$ cat src/rtl/mem_miss_arbiter.sv
// Merges I$ and D$ miss streams into one main-memory port, strictly oldest-first,
// with a single outstanding memory transaction and a tagged response back to the core.
module mem_miss_arbiter #(
  parameter int unsigned ADDR_W = 32,
  parameter int unsigned LINE_W = 128,
  parameter int unsigned THR_W  = 2,
  parameter int unsigned DEPTH  = 4
) (
  input  logic              clock,
  input  logic              reset,
  input  logic              icache_req_valid,
  output logic              icache_req_ready,
  input  logic [ADDR_W-1:0] icache_req_addr,
  input  logic [THR_W-1:0]  icache_req_thr,
  input  logic              dcache_req_valid,
  output logic              dcache_req_ready,
  input  logic [ADDR_W-1:0] dcache_req_addr,
  input  logic              dcache_req_store,
  input  logic [LINE_W-1:0] dcache_req_data,
  input  logic [THR_W-1:0]  dcache_req_thr,
  output logic              mm_req_valid,
  input  logic              mm_req_ready,
  output logic [ADDR_W-1:0] mm_req_addr,
  output logic              mm_req_store,
  output logic [LINE_W-1:0] mm_req_data,
  input  logic              mm_rsp_valid,
  input  logic [LINE_W-1:0] mm_rsp_data,
  input  logic              mm_rsp_error,
  output logic              rsp_valid_miss,
  output logic              rsp_cache_id,
  output logic [THR_W-1:0]  rsp_thread_id,
  output logic [LINE_W-1:0] rsp_data_miss,
  output logic              rsp_bus_error
);

  localparam int unsigned PW  = $clog2(DEPTH);
  localparam int unsigned OQW = $clog2(2 * DEPTH);
  localparam int unsigned IW  = ADDR_W + THR_W;
  localparam int unsigned DW  = ADDR_W + 1 + LINE_W + THR_W;
  localparam logic [PW:0]    PtrOne   = 1;
  localparam logic [OQW:0]   OqOne    = 1;
  localparam logic [OQW-1:0] OqIdxOne = 1;

  typedef enum logic [1:0] {StIdle, StIssue, StWait, StResp} state_e;
  state_e state_q, state_d;

  logic [IW-1:0]    i_mem [DEPTH];
  logic [DW-1:0]    d_mem [DEPTH];
  logic [PW:0]      i_wptr_q, i_rptr_q, d_wptr_q, d_rptr_q;
  logic [2*DEPTH-1:0] oq_mem_q;
  logic [OQW:0]     oq_wptr_q, oq_rptr_q;

  logic i_full, i_empty, d_full, d_empty, oq_empty, oq_head;
  logic i_push, d_push, pop_i, pop_d;
  logic [OQW-1:0] oq_widx, oq_widx1;

  logic [ADDR_W-1:0] hold_addr_q;
  logic              hold_store_q, hold_cid_q;
  logic [LINE_W-1:0] hold_data_q;
  logic [THR_W-1:0]  hold_thr_q;

  logic              rsp_cid_q, rsp_err_q;
  logic [THR_W-1:0]  rsp_thr_q;
  logic [LINE_W-1:0] rsp_data_q;

  assign i_empty = (i_wptr_q == i_rptr_q);
  assign d_empty = (d_wptr_q == d_rptr_q);
  assign i_full  = (i_wptr_q[PW] != i_rptr_q[PW]) && (i_wptr_q[PW-1:0] == i_rptr_q[PW-1:0]);
  assign d_full  = (d_wptr_q[PW] != d_rptr_q[PW]) && (d_wptr_q[PW-1:0] == d_rptr_q[PW-1:0]);
  // Order queue holds one id per buffered request, so it can never overflow.
  assign oq_empty = (oq_wptr_q == oq_rptr_q);
  assign oq_head  = oq_mem_q[oq_rptr_q[OQW-1:0]];
  assign oq_widx  = oq_wptr_q[OQW-1:0];
  assign oq_widx1 = oq_widx + OqIdxOne;

  assign icache_req_ready = !i_full;
  assign dcache_req_ready = !d_full;
  assign i_push = icache_req_valid && !i_full;
  assign d_push = dcache_req_valid && !d_full;

  always_comb begin
    state_d = state_q;
    pop_i   = 1'b0;
    pop_d   = 1'b0;
    unique case (state_q)
      StIdle: begin
        if (!oq_empty) begin
          if (oq_head && !d_empty) begin
            pop_d   = 1'b1;
            state_d = StIssue;
          end else if (!oq_head && !i_empty) begin
            pop_i   = 1'b1;
            state_d = StIssue;
          end
        end
      end
      StIssue: if (mm_req_ready) state_d = StWait;
      StWait:  if (mm_rsp_valid) state_d = StResp;
      StResp:  state_d = StIdle;
      default: state_d = StIdle;
    endcase
  end

  always_ff @(posedge clock) begin
    if (i_push) i_mem[i_wptr_q[PW-1:0]] <= {icache_req_addr, icache_req_thr};
    if (d_push) begin
      d_mem[d_wptr_q[PW-1:0]] <= {dcache_req_addr, dcache_req_store, dcache_req_data,
                                  dcache_req_thr};
    end
    // D$ takes the older slot on a same-cycle tie.
    if (d_push) oq_mem_q[oq_widx] <= 1'b1;
    if (i_push) oq_mem_q[d_push ? oq_widx1 : oq_widx] <= 1'b0;
  end

  always_ff @(posedge clock) begin
    if (!reset) begin
      state_q      <= StIdle;
      i_wptr_q     <= '0;
      i_rptr_q     <= '0;
      d_wptr_q     <= '0;
      d_rptr_q     <= '0;
      oq_wptr_q    <= '0;
      oq_rptr_q    <= '0;
      hold_addr_q  <= '0;
      hold_store_q <= 1'b0;
      hold_data_q  <= '0;
      hold_thr_q   <= '0;
      hold_cid_q   <= 1'b0;
      rsp_cid_q    <= 1'b0;
      rsp_thr_q    <= '0;
      rsp_data_q   <= '0;
      rsp_err_q    <= 1'b0;
    end else begin
      state_q <= state_d;
      if (i_push) i_wptr_q <= i_wptr_q + PtrOne;
      if (d_push) d_wptr_q <= d_wptr_q + PtrOne;
      oq_wptr_q <= oq_wptr_q + (i_push ? OqOne : '0) + (d_push ? OqOne : '0);
      if (pop_i || pop_d) oq_rptr_q <= oq_rptr_q + OqOne;
      if (pop_i) begin
        i_rptr_q     <= i_rptr_q + PtrOne;
        {hold_addr_q, hold_thr_q} <= i_mem[i_rptr_q[PW-1:0]];
        hold_store_q <= 1'b0;
        hold_data_q  <= '0;
        hold_cid_q   <= 1'b0;
      end
      if (pop_d) begin
        d_rptr_q   <= d_rptr_q + PtrOne;
        {hold_addr_q, hold_store_q, hold_data_q, hold_thr_q} <= d_mem[d_rptr_q[PW-1:0]];
        hold_cid_q <= 1'b1;
      end
      if (state_q == StWait && mm_rsp_valid) begin
        rsp_cid_q  <= hold_cid_q;
        rsp_thr_q  <= hold_thr_q;
        rsp_data_q <= mm_rsp_data;
        rsp_err_q  <= mm_rsp_error;
      end
    end
  end

  assign mm_req_valid   = (state_q == StIssue);
  assign mm_req_addr    = hold_addr_q;
  assign mm_req_store   = hold_store_q;
  assign mm_req_data    = hold_data_q;
  assign rsp_valid_miss = (state_q == StResp);
  assign rsp_cache_id   = rsp_cid_q;
  assign rsp_thread_id  = rsp_thr_q;
  assign rsp_data_miss  = rsp_data_q;
  assign rsp_bus_error  = rsp_err_q;

endmodule

$ cat config.mk
export PLATFORM = sky130hd
export DESIGN_NAME = mem_miss_arbiter
export DESIGN_NICKNAME = d
export VERILOG_FILES = /design/src/rtl/mem_miss_arbiter.sv
export SDC_FILE = /design/constraint.sdc
export NUM_CORES = 1
export LEC_CHECK = 0
export ABC_CLOCK_PERIOD_IN_PS = 12700
export CAP_MARGIN = 20
export CORE_ASPECT_RATIO = 0.5
export CORE_MARGIN = 5
export CORE_UTILIZATION = 53
export DETAILED_ROUTE_END_ITERATION = 10
export PLACE_DENSITY_LB_ADDON = 0.1
export SLEW_MARGIN = 10
export SYNTH_ARGS = -nofsm -noshare
export SYNTH_HDL_FRONTEND = slang
export SYNTH_SLANG_ARGS = --single-unit
$ cat constraint.sdc
create_clock -name clock -period 12.7 [get_ports clock]
set_input_delay 1.27 -clock clock [delete_from_list [all_inputs] [get_ports clock]]
set_output_delay 1.27 -clock clock [all_outputs]
set_load 0.01 [all_outputs]
; ---- Word level (Yosys, flattened, before mapping)
; Memories as Yosys holds them, arrays and structs flattened. A register that Yosys moved wholly into a read port is not among the register bits.
; Index checks and enable logic that the tools add are counted.
[word_totals]
register_bits = 326
ram_bits = 788
output_inout_bits = 297
word_cells = 108
n_memories = 2
[op_classes]
add_sub_neg = 8
magnitude_cmp = 5
n_eq_ne = 14
mux = 41
bitwise = 3
reduce_logical = 18
[mem_list]
columns = memory, depth, word_bits, read_ports, rd_ports_with_merged_regs, write_ports, line_no
row1 = d_mem, 4, 163, 1, 1, 1, 48  ; logic [DW-1:0] d_mem [DEPTH];
row2 = i_mem, 4, 34, 1, 1, 1, 47  ; logic [IW-1:0] i_mem [DEPTH];
[ops]
columns = operator, count
row1 = 2-to-1 mux 128 bit, 2
row2 = 2-to-1 mux 32 bit, 2
row3 = 2-to-1 mux 2 bit, 11
row4 = 2-to-1 mux 1 bit, 19
row5 = 2-to-1 mux 8 bit, 2
row6 = "adder 3 x 1 -> 3 bit, second input constant", 5
row7 = "< comparator 3 x 4 -> 1 bit, second input constant", 3
row8 = logical AND 1 bit, 9
row9 = adder 4 x 1 -> 4 bit, 2
row10 = bitwise AND 8 bit, 1
row11 = NOT 8 bit, 1
row12 = OR 8 bit, 1
row13 = case mux 2 bit (4 select lines), 1
row14 = demux 1 bit (select 3 bit), 2
row15 = == test 3 bit, 2
row16 = "greater-or-equal comparator 3 x 1 -> 1 bit, second input constant", 2
row17 = zero test 1 bit, 5
row18 = "adder 4 x 1 -> 4 bit, second input constant", 1
row19 = == test 2 bit, 2
row20 = "== test 2 bit, second input constant", 2
row21 = == test 4 bit, 1
row22 = "inequality test 2 bit, second input constant", 2
row23 = AND reduction 4 bit, 1
row24 = binary-select mux 1 bit (select 3 bit), 1
row25 = other kinds (8), 9

; ---- Logic depth before layout (Yosys ltp)
[depth]
depth_word = 12
ltp_mapped = 9

; ---- Least setup slack after synthesis
; Ideal clock, no wire load.
[synth_path]
path_kind = input to register
from = input port dcache_req_valid
to = memory d_mem[0][0] (netlist bit), enable pin
setup_time_ns = 0.543
arrival_time_ns = 5.597
required_ns = 12.157
setup_slack_ns = 6.561
path_stages = 3
path_buffers = 1
path_cell_list = o31a_1 clkbuf_1 and2_1
[synth_between]
elab_chain_len = 3
[synth_rtl]
columns = element, line_no
row1 = start: declaration, 15  ; input logic dcache_req_valid,
row2 = logical AND 1 bit, 79  ; assign d_push = dcache_req_valid && !d_full;
row3 = 2-to-1 mux 1 bit, 106  ; if (d_push) begin
row4 = 2-to-1 mux 1 bit (not written as such), 107  ; d_mem[d_wptr_q[PW-1:0]] <= {dcache_req_addr, dcache_req_store, dcache_req_data,
row5 = end: declaration, 48
; No other way between the ends.

; ---- Worst setup path after layout
[layout_path]
from = input port dcache_req_valid
to = memory d_mem[2][92] (netlist bit), enable pin
; Same word-level chain as after synthesis.

==> impl_metrics.toml <==
[min_path]
min_path_type = "flip-flop to flip-flop"
hp-start = "mm_req_addr[23]"

[timing]
hold_viol = 0
whs_ps = 446
fin_crit_ps = 4710
setup_slack_ps = 7990
clock_skew_ps = 16.9
fmax_mhz = 212
setup_tns_ps = 0
rsz0062_at_grt = "no"
setup_violations = 0
tightest_slew_ps = 1110
slew_viol_final = 0
slew_headroom_pct = 26.1
period_share_pct = 37.1

[job]
cap_violations = 0

[grt]
grt_max_degree = 105
grt_overflow_total = 0
antenna_found_initial = 10
grt_pass1_wl_um = 144000
grt_use_total_pct = 23.4
grt_pass1_vias = 22600

[routing]
antenna_left = 0
first_iter_violations = 1573
drc = 0
vias_per_cell = 5.65
vias = 22400
wire_per_inst_um = 24.4
drt_pre_antenna_iters = 7
drt-total-wl_um = 97000

[power_and_ir_drop]
power.share.sequential_pct = 47.5
p_per_area_mw_per_mm2 = 185
power_switching_mw = 2.45
pwr-share-clk_pct = 32.3
p_comb_share_pct = 20.2
cellLeakagePower_nw = 16.2
ir_worst_vdd_v = 0.000162
p_int_mw = 6.90
p_sw_share_pct = 26.2

[placed_design]
io_buffers = 628
dp_hpwl_um = 59800
dp_slack_ps = 7280
placed_cell_area_sq_mm = 0.0473
gp_congestion = 0.814

[synth]
ys_seq_elements = 1118
async_flop_share_pct = 0
synth_top_cell_by_area = "edfxtp_1"
syn_inst = 2266
synth-main-ff-cell = "edfxtp_1"
yosysUniqueCellTypes = 46
synth_common_cells = "edfxtp_1 (788), dfxtp_1 (330), nand2_1 (279)"
yosysMostFrequentCell = "edfxtp_1"
yosysSeqAreaShare_pct = 75.3
syn_area_per_cell_sq_um = 17.7
yosys_warnings = 0
synth_edf_count = 788
synth.area.top_cells = "edfxtp_1 (59%), dfxtp_1 (16%), mux4_2 (11%)"
synth_nets = 2618
synth_top_area_share_pct = 58.9
syn_area_sq_mm = 0.0402

[clock_tree]
cts_buffers = 96
ctsHoldBuffers = 0
clkLatencyLatePin_ps = 660
ctsResizeCount = 0
postCtsSetupBuffers = 0
clockBufferDepth = 3
root_buffer = "clkbuf_16"
clkTransAtPathRegs_ps = 70
numClockSinks = 1118
htreeDepth = 3
cts_tree = "built"

[worst_setup_path]
reg2reg_to = "d_mem[2][92]"
start_kind = "input pin"
r2r_slack_ps = 8440
reg2regPathDepth = 5
critPathMaxFanout = 65
end_kind = "flip-flop"
critical_path_depth = 5
worstSetupPathType = "input pin to flip-flop"
r2r-start = "d_wptr_q[0]"
path_common_cell = "buf_4"
crit_family = "buffers and inverters"
cp_cell_sequence = "clkdlybuf4s50_1, o31a_1, and2_4, buf_4, buf_4"
critPathLaunch = "dcache_req_valid"
crit_slowest_cell = "buf_4"
crit_arrival_ps = 4990
cp.required_ps = 12980
endpoint = "d_mem[2][92]"
slowest_delay_ps = 910
cp_num_buf_inv = 3

[final_layout]
area_delta_synth_final_pct = 25.9
layout-drive-gt1-share_pct = 13.5
num-nets-final = 3215
postLayoutCellArea_sq_mm = 0.0506

[outcome]
outcome = "finished, final reports clean"

[floorplan]
io_pins = 629
core_sq_mm = 0.0752
die_h_um = 205
dieArea_sq_mm = 0.0817
start_util_pct = 53.5
chipWidth_um = 399
num_rows = 71
==> worst min-delay path by stage <==
stage                           end  slack [ps]  cells after the start
global placement    mm_req_addr[30]         430                      2
finish              mm_req_addr[23]         450                      2
CTS                 mm_req_addr[31]         450                      2
floorplan             hold_thr_q[0]         430                      2
global route        mm_req_addr[27]         460                      2
detailed placement  mm_req_addr[31]         440                      2
==> kinds of logic after synthesis <==
kind of cell | after synthesis | share of synthesized area, %
buffers and inverters | 197 | 2.20
XOR/XNOR | 20 | 0.436
AND/OR/NAND/NOR | 334 | 3.37
AO/OA/AOI/OAI | 367 | 6.54
adder cells (fa/ha/maj) | 20 | 0.642
flip-flops | 1118 | 75.3
multiplexers | 210 | 11.5
==> power by group through the flow <==
stage / clock [mW] / sequential, mW / combinational [mW]
5_1_grt: 3.25 / 4.48 / 2.03
4_1_cts: 3.08 / 4.45 / 1.92
2_1_floorplan: 0 / 4.55 / 1.08
3_3_place_gp: 0 / 4.51 / 1.89
3_5_place_dp: 0 / 4.53 / 1.91
6_report: 3.02 / 4.44 / 1.89
==> flip-flops by register name, summed over array words and instances (netlist names), 2 cells and up, named ones only <==
name	cells
d_mem	652
i_rptr_q	3
oq_wptr_q	4
d_wptr_q	3
oq_rptr_q	4
oq_mem_q	8
i_mem	136
rsp_data_miss	128
mm_req_data	128
mm_req_addr	32
i_wptr_q	3
d_rptr_q	3
hold_thr_q	2
state_q	2
rsp_thread_id	2
==> final cells by class <==
| cell class | instances | area, sq um |
|---|---|---|
| Multi-Input combinational cell | 951 | 9060 |
| Sequential cell | 1118 | 30300 |
| Clock inverter | 43 | 434 |
| Clock buffer | 138 | 2850 |
| Antenna cell | 8 | 20.0 |
| Inverter | 42 | 160 |
| Tap cell | 1022 | 1280 |
| Timing Repair Buffer | 654 | 6490 |
| Fill cell | 5131 | 24600 |
==> stage by stage <==
| step | std cells | utilization (%) | power, mW |
|---|---|---|---|
| finish | 3976 | 67.3 | 9.35 |
| global route | 3975 | 67.3 | 9.75 |
| CTS | 3968 | 67.3 | 9.45 |
| detailed placement | 3787 | 62.9 | 6.44 |
| global placement | 3787 | 62.9 | 6.40 |
| floorplan | 2266 | - | 5.63 |
==> metal layers <==
layer	vias to the layer above	share of wire [%]	global-route usage (%)
met4	2	2.2	6.27
met5	-	0.015	0
li1	10100	-	-
met1	11600	40	31.1
met2	637	52	40.5
met3	129	5.4	4.00
==> cells in the final DEF (no fill, tap or decap), types with 8 or more instances in the layout <==
master / synthesis / routed
a21oi_1: 181 / 181
a32o_1: 129 / 129
buf_4: 3 / 25
bufinv_16: 0 / 8
clkbuf_1: 107 / 18
clkbuf_16: 0 / 101
clkbuf_8: 0 / 18
clkdlybuf4s50_1: 0 / 627
clkinv_1: 0 / 10
clkinv_2: 0 / 20
dfxtp_1: 330 / 327
diode_2: 0 / 8
edfxtp_1: 788 / 788
ha_1: 19 / 19
inv_1: 41 / 41
mux2i_1: 10 / 10
mux4_2: 199 / 199
nand2_1: 279 / 278
nor2_1: 18 / 18
o221ai_1: 26 / 26
xnor2_1: 14 / 14
==> worst register-to-register path, stage by stage, from the launching register on <==
cell	delay [ps]
dfxtp_1	420
xor2_1	260
o31a_1	580
and2_4	680
buf_4	850
buf_4	1020
No activity file was read; power rests on OpenSTA's default activity.
